===== config.mk =====
export PLATFORM = sky130hd
export DESIGN_NAME = a5_keystream_gen
export DESIGN_NICKNAME = d
export VERILOG_FILES = /design/src/rtl/a5_pkg.sv /design/src/rtl/a5_lfsr.sv /design/src/rtl/a5_keystream_gen.sv
export SDC_FILE = /design/constraint.sdc
export NUM_CORES = 1
export LEC_CHECK = 0
export BUFFER_PORTS_ARGS = -buffer_cell sky130_fd_sc_hd__buf_4
export CAP_MARGIN = 20
export CORE_ASPECT_RATIO = 0.9
export CORE_UTILIZATION = 55
export DETAILED_ROUTE_END_ITERATION = 10
export HOLD_SLACK_MARGIN = 0.15
export PLACE_DENSITY = 0.76
export SYNTH_ARGS = -nofsm -noshare
export SYNTH_HDL_FRONTEND = slang
export SYNTH_HIERARCHICAL = 1
export SYNTH_SLANG_ARGS = --single-unit

===== constraint.sdc =====
create_clock -name i_clk -period 4.1 [get_ports i_clk]
set_clock_uncertainty 0.2 [all_clocks]
set_input_delay 0.82 -clock i_clk [delete_from_list [all_inputs] [get_ports i_clk]]
set_output_delay 0.82 -clock i_clk [all_outputs]
set_load 0.1 [all_outputs]

===== src/rtl/a5_pkg.sv =====
// rtl/a5_pkg.sv - A5/1 register geometry, phase lengths and FSM states
package a5_pkg;

  localparam int R1_LEN = 19;
  localparam int R2_LEN = 22;
  localparam int R3_LEN = 23;

  localparam logic [R1_LEN-1:0] R1_TAPS = 19'h72000;
  localparam logic [R2_LEN-1:0] R2_TAPS = 22'h300000;
  localparam logic [R3_LEN-1:0] R3_TAPS = 23'h700080;

  localparam int R1_CLK = 8;
  localparam int R2_CLK = 10;
  localparam int R3_CLK = 10;

  localparam int KEY_CYCLES   = 64;
  localparam int FRAME_CYCLES = 22;
  localparam int MIX_CYCLES   = 100;

  typedef enum logic [2:0] {
    ST_IDLE,
    ST_CLR,
    ST_KEY,
    ST_FRAME,
    ST_MIX,
    ST_OUT
  } state_e;

  function automatic logic maj3(input logic a, input logic b, input logic c);
    return (a & b) | (a & c) | (b & c);
  endfunction

endpackage


===== src/rtl/a5_lfsr.sv =====
// rtl/a5_lfsr.sv - one A5/1 shift register with serial data injection
module a5_lfsr
  import a5_pkg::*;
#(
  parameter int            LEN     = R1_LEN,
  parameter logic [LEN-1:0] TAPS   = R1_TAPS,
  parameter int            CLK_BIT = R1_CLK
) (
  input  logic i_clk,
  input  logic i_rst_n,
  input  logic i_clr,
  input  logic i_step,
  input  logic i_d,
  output logic o_msb,
  output logic o_clk_bit
);

  logic [LEN-1:0] r_sr;
  logic           w_fb;

  assign w_fb      = ^(r_sr & TAPS);
  assign o_msb     = r_sr[LEN-1];
  assign o_clk_bit = r_sr[CLK_BIT];

  always_ff @(posedge i_clk or negedge i_rst_n) begin
    if (!i_rst_n) begin
      r_sr <= '0;
    end else if (i_clr) begin
      r_sr <= '0;
    end else if (i_step) begin
      r_sr <= {r_sr[LEN-2:0], i_d ^ w_fb};
    end
  end

endmodule


===== src/rtl/a5_keystream_gen.sv =====
// rtl/a5_keystream_gen.sv - A5/1 key/frame load, majority mixing and
// keystream delivery over a valid/ready bit stream
module a5_keystream_gen
  import a5_pkg::*;
#(
  parameter int OUT_BITS = 228
) (
  input  logic        i_clk,
  input  logic        i_reset_n,
  input  logic        i_start,
  input  logic [63:0] i_key,
  input  logic [21:0] i_frame,
  output logic        o_busy,
  output logic        o_ks_bit,
  output logic        o_ks_valid,
  input  logic        i_ks_ready,
  output logic        o_ks_last
);

  localparam logic [9:0] LAST_IDX = 10'(OUT_BITS - 1);

  state_e      r_state;
  state_e      w_state_nxt;
  logic [6:0]  r_phase;
  logic [9:0]  r_bit_cnt;
  logic [63:0] r_key;
  logic [21:0] r_frame;
  logic        r_ks_valid;
  logic        r_ks_last;

  logic w_phase_last;
  logic w_hs;
  logic w_produce;
  logic w_load;
  logic w_mstep;
  logic w_maj;
  logic w_d;
  logic w_clr;
  logic w_msb1, w_msb2, w_msb3;
  logic w_cb1, w_cb2, w_cb3;
  logic w_step1, w_step2, w_step3;

  assign w_hs      = r_ks_valid & i_ks_ready;
  // A new bit is produced on the first OUT cycle and on every non-final handshake
  assign w_produce = (r_state == ST_OUT) & (~r_ks_valid | (i_ks_ready & ~r_ks_last));
  assign w_load    = (r_state == ST_KEY) | (r_state == ST_FRAME);
  assign w_mstep   = (r_state == ST_MIX) | w_produce;
  assign w_maj     = maj3(w_cb1, w_cb2, w_cb3);
  assign w_clr     = (r_state == ST_CLR);
  assign w_step1   = w_load | (w_mstep & (w_cb1 == w_maj));
  assign w_step2   = w_load | (w_mstep & (w_cb2 == w_maj));
  assign w_step3   = w_load | (w_mstep & (w_cb3 == w_maj));

  always_comb begin
    w_d = 1'b0;
    if (r_state == ST_KEY) begin
      w_d = r_key[r_phase[5:0]];
    end else if (r_state == ST_FRAME) begin
      w_d = r_frame[r_phase[4:0]];
    end
  end

  always_comb begin
    w_phase_last = 1'b0;
    case (r_state)
      ST_KEY:   w_phase_last = (r_phase == 7'(KEY_CYCLES - 1));
      ST_FRAME: w_phase_last = (r_phase == 7'(FRAME_CYCLES - 1));
      ST_MIX:   w_phase_last = (r_phase == 7'(MIX_CYCLES - 1));
      default:  w_phase_last = 1'b0;
    endcase
  end

  always_comb begin
    w_state_nxt = r_state;
    case (r_state)
      ST_IDLE:  if (i_start) w_state_nxt = ST_CLR;
      ST_CLR:   w_state_nxt = ST_KEY;
      ST_KEY:   if (w_phase_last) w_state_nxt = ST_FRAME;
      ST_FRAME: if (w_phase_last) w_state_nxt = ST_MIX;
      ST_MIX:   if (w_phase_last) w_state_nxt = ST_OUT;
      ST_OUT:   if (w_hs && r_ks_last) w_state_nxt = ST_IDLE;
      default:  w_state_nxt = ST_IDLE;
    endcase
  end

  always_ff @(posedge i_clk or negedge i_reset_n) begin
    if (!i_reset_n) begin
      r_state <= ST_IDLE;
    end else begin
      r_state <= w_state_nxt;
    end
  end

  always_ff @(posedge i_clk or negedge i_reset_n) begin
    if (!i_reset_n) begin
      r_key   <= '0;
      r_frame <= '0;
    end else if ((r_state == ST_IDLE) && i_start) begin
      r_key   <= i_key;
      r_frame <= i_frame;
    end
  end

  always_ff @(posedge i_clk or negedge i_reset_n) begin
    if (!i_reset_n) begin
      r_phase <= '0;
    end else if (w_clr || w_phase_last) begin
      r_phase <= '0;
    end else if (w_load || (r_state == ST_MIX)) begin
      r_phase <= r_phase + 7'd1;
    end
  end

  always_ff @(posedge i_clk or negedge i_reset_n) begin
    if (!i_reset_n) begin
      r_bit_cnt  <= '0;
      r_ks_valid <= 1'b0;
      r_ks_last  <= 1'b0;
    end else if (w_clr) begin
      r_bit_cnt  <= '0;
    end else if (w_produce) begin
      r_bit_cnt  <= r_bit_cnt + 10'd1;
      r_ks_valid <= 1'b1;
      r_ks_last  <= (r_bit_cnt == LAST_IDX);
    end else if (w_hs && r_ks_last) begin
      r_ks_valid <= 1'b0;
      r_ks_last  <= 1'b0;
    end
  end

  a5_lfsr #(.LEN(R1_LEN), .TAPS(R1_TAPS), .CLK_BIT(R1_CLK)) u_r1 (
    .i_clk     (i_clk),
    .i_rst_n   (i_reset_n),
    .i_clr     (w_clr),
    .i_step    (w_step1),
    .i_d       (w_d),
    .o_msb     (w_msb1),
    .o_clk_bit (w_cb1)
  );

  a5_lfsr #(.LEN(R2_LEN), .TAPS(R2_TAPS), .CLK_BIT(R2_CLK)) u_r2 (
    .i_clk     (i_clk),
    .i_rst_n   (i_reset_n),
    .i_clr     (w_clr),
    .i_step    (w_step2),
    .i_d       (w_d),
    .o_msb     (w_msb2),
    .o_clk_bit (w_cb2)
  );

  a5_lfsr #(.LEN(R3_LEN), .TAPS(R3_TAPS), .CLK_BIT(R3_CLK)) u_r3 (
    .i_clk     (i_clk),
    .i_rst_n   (i_reset_n),
    .i_clr     (w_clr),
    .i_step    (w_step3),
    .i_d       (w_d),
    .o_msb     (w_msb3),
    .o_clk_bit (w_cb3)
  );

  // Registers only move on a produce step, so their output bit is the held ks_bit
  assign o_ks_bit   = r_ks_valid & (w_msb1 ^ w_msb2 ^ w_msb3);
  assign o_ks_valid = r_ks_valid;
  assign o_ks_last  = r_ks_last;
  assign o_busy     = (r_state != ST_IDLE);

endmodule


==> run summary <==
type of element launching the critical path - flop
Final Hold Violating Endpoints - 0
WP buf/inv - 1
DRC violation count after routing - 0
synthesized netlist cell count - 616
Initial Utilization - 56.9%
Final TNS setup - 0 ps
I/O Pins - 94
Post-synth top flop - dfrtp_1
crit path max-delay cell type - dfrtp_2
worst ir drop on vdd - 0.319 mV
overall routed net length - 15,400 um
syn nets - 708
transition at the pin with the smallest max-transition slack - 871 ps
Nets - 791
number of buffers on the longest clock path - 2
finished layout cell area - 9500 um^2
clock latency of the later-clocked register in the worst-skew pair - 420 ps
wire length of the first global-routing pass - 26,300 um
maximum number of pins on one net before global-route repair - 97
Crit path max-delay family - compound AO/OA/AOI/OAI gates
final period demand of the worst path - 3280 ps
Max Slew Vio Count - 0
I/O Buffers - 93
mean number of vias per cell - 5.50
Antenna Nets Post-Route - 0
Chip Height - 117 um
Yosys warning count - 6
filler instances - 1,033
number of setup buffers added after CTS - 0
placed cell areas - 8850 um^2
RSZ-0062 raised after global routing - false
routed via count - 4,979
required time at the endpoint of the critical path - 4210 ps
Seq/Total Area, Yosys - 53.7%
logic depth of the worst setup path including buffers - 9
Top cell by count, worst path - nor2_1
post-route core utilization - 67.4%
Static Leak - 0.00462 uW
number of DRC violations after detailed-routing iteration 0 - 343
Post-Synthesis Cell Area - 8020 um^2
area enclosed by the die boundary - 15,100 um^2
Max-cap violations - 0
First-pass DRT Iterations - 4
antenna violations before repair - 0
vias in the first global route - 5,183
final-report setup violation count - 0
root buf cell - clkbuf_16
largest fanout of any net on the critical path - 22
detailed-placement wirelength estimate - 10,200 um
number of synthesized flops with an enable pin - 0
clock buffer count from CTS - 17
proportion of layout cells with a drive suffix above 1 - 32.6%
count of hold-fix buffers inserted at cts - 0
Slew HR - 42.0%
worst setup path class - flop to flop
hold crit path type - input pin to asynchronous set/reset pin
FF+latch count, synth - 172
storage element area - 4310 um^2
cell chain of the critical path - buf_4, mux4_2, nor2_1, a221oi_1, a311oi_1, a211oi_2, xnor2_1, nor2_1, a221o_1
Die Span X - 129 um
number of cell instances on the worst register-to-register path - 9
antenna diode count - 0
Core Region - 14,100 um^2
Post-Place Cells - 873
gp weighted congestion - 0.772
GRT Resource Usage Total - 22.9%
WP data arrival - 3380 ps
final global-route overflow total - 0
routed wirelength normalized by instance count - 17.0 um
post-route insts no fill - 905
FFs w/ async S/R, synth - 100%
area of the multi-input gates - 3500 um^2
outcome - completed
number of sinks driven by the clock tree - 172
clock slew seen by the registers of the worst setup and hold paths - 60 ps
clock tree from TritonCTS - built
Synth-to-Final Area Change - 18.5%
period utilization - 79.9%
post-synthesis area per instance - 13.0 um^2
unique cell type count in the Yosys netlist - 60
Crit. End Element - flop
quantity of gates resized following cts - 0
Power per Cell Area - 406 nW/um^2
number of rows created at floorplan - 41
number of levels in the clock H-tree - 4
top achievable clock speed - 305 MHz
CP max stage delay - 590 ps
==> synth_stat cells, types with 2 or more instances <==
cell | n | share of area [%]
mux2_2 | 76 | 11
xnor3_1 | 2 | 0.56
nor3b_2 | 2 | 0.31
a31oi_1 | 3 | 0.23
o21ai_0 | 6 | 0.37
a221o_1 | 2 | 0.25
or3_1 | 2 | 0.16
dfrtp_1 | 172 | 54
mux4_2 | 9 | 2.5
and2_1 | 5 | 0.39
xor2_1 | 8 | 0.87
buf_4 | 6 | 0.56
xnor2_1 | 11 | 1.2
nor2_1 | 90 | 4.2
mux2_1 | 12 | 1.7
and3_1 | 8 | 0.62
o21bai_1 | 3 | 0.28
nand3_1 | 5 | 0.31
and4_1 | 2 | 0.22
nand4_1 | 3 | 0.23
nor2b_1 | 4 | 0.31
ha_1 | 2 | 0.31
buf_2 | 16 | 1.0
a211oi_1 | 3 | 0.28
a21oi_1 | 9 | 0.56
a211oi_2 | 2 | 0.31
o22ai_1 | 2 | 0.16
inv_1 | 3 | 0.14
buf_6 | 3 | 0.42
clkbuf_1 | 11 | 0.51
mux4_1 | 6 | 2.0
nand3b_1 | 2 | 0.19
nor3_1 | 4 | 0.25
nor3b_1 | 2 | 0.19
nand2b_1 | 10 | 0.78
mux2i_1 | 75 | 9.4
nand2_1 | 12 | 0.56
==> path summary, 6_finish.rpt <==
path	slack, ps	endpoint	start
max	820	u_r1/r_sr[0]	r_phase[0]
min	270	r_key[52]	i_reset_n
max reg2reg	820	u_r1/r_sr[0]	r_phase[0]
min reg2reg	290	r_key[31]	r_key[31]
max in group asynchronous	2610	u_r2/r_sr[15]	i_reset_n
min in group i_clk	290	r_key[31]	r_key[31]
==> registers in the layout, summed over array words and instances (netlist names) <==
signal and count:
r_state 3, r_bit_cnt 10, u_r1/r_sr 19, u_r3/r_sr 23, o_ks_valid 1, o_ks_last 1
r_key 64, u_r2/r_sr 22, r_frame 22, r_phase 7
==> area by class of cell <==
class                      count  share of cell area, %
timing repair buffer         102                   8.36
multi-input combinational    403                   36.8
sequential                   172                   45.3
clock buffer                  22                   4.88
tap                          193                   2.54
clock inverter                10                   1.96
inverter                       3                  0.118
==> cell usage in the layout, fill, tap and decap left out, types with 3 or more instances in the layout <==
cell and instances:
xor2_1 8, mux2_2 76, and3_1 8, clkbuf_16 17, bufinv_16 5, clkinvlp_4 3, mux2i_1 75, buf_4 99
o21ai_2 4, nor2_1 90, mux4_1 6, and2_1 5, xnor2_1 11, nand2b_1 10, o21ai_0 3, clkbuf_1 3
dfrtp_1 171, nand2_1 12, a21oi_1 9, inv_1 3, a211oi_1 3, o21bai_1 3, nand4_1 3, mux4_2 9
nor2b_1 4, mux2_1 12, nor3_1 3, a31oi_1 3, nand3_1 5
==> worst reg2reg max path, cell delays in order, from the launching register on <==
cell and delay, ps:
dfrtp_2 590, buf_4 390, mux4_2 290, nor2_1 50
a221oi_1 390, a311oi_1 170, a211oi_2 450, xnor2_1 200
nor2_1 80, a221o_1 350
==> kinds of logic (layout without fill, tap and decap cells) <==
group	count (synthesis)	count (layout)	synth area share [%]
compound gates	44	44	4.34
xor+xnor	23	23	3.14
fa+ha+maj	2	2	0.312
buf+inv	41	137	2.98
flops	172	172	53.7
mux	178	178	26.2
simple gates	156	156	9.37
==> report_power, final <==
group | switching [uW] | leakage (uW) | internal, uW
Combinational | 120 | 0.00204 | 155
Sequential | 60.1 | 0.00228 | 1770
Clock | 636 | 0.000307 | 1110
==> routing by layer <==
metal,vias to the layer above,wire length (um),part of all wire [%],global-route usage [%]
met5,-,0,0,0
met4,0,200,1.3,6.59
met3,13,602,3.9,6.32
met2,101,7370,48,35.8
met1,2522,7190,47,31.4
li1,2343,-,-,-
==> metrics by stage <==
| stage | worst slack [ps] | power, uW | hold WS, ps |
|---|---|---|---|
| floorplan | 1230 | 1990 | 250 |
| CTS | 801 | 3890 | 294 |
| global route | 638 | 4010 | 311 |
| finish | 825 | 3860 | 268 |
| global placement | 985 | 2120 | 274 |
| detailed placement | 864 | 2140 | 278 |
No activity file was read; power rests on OpenSTA's default activity.
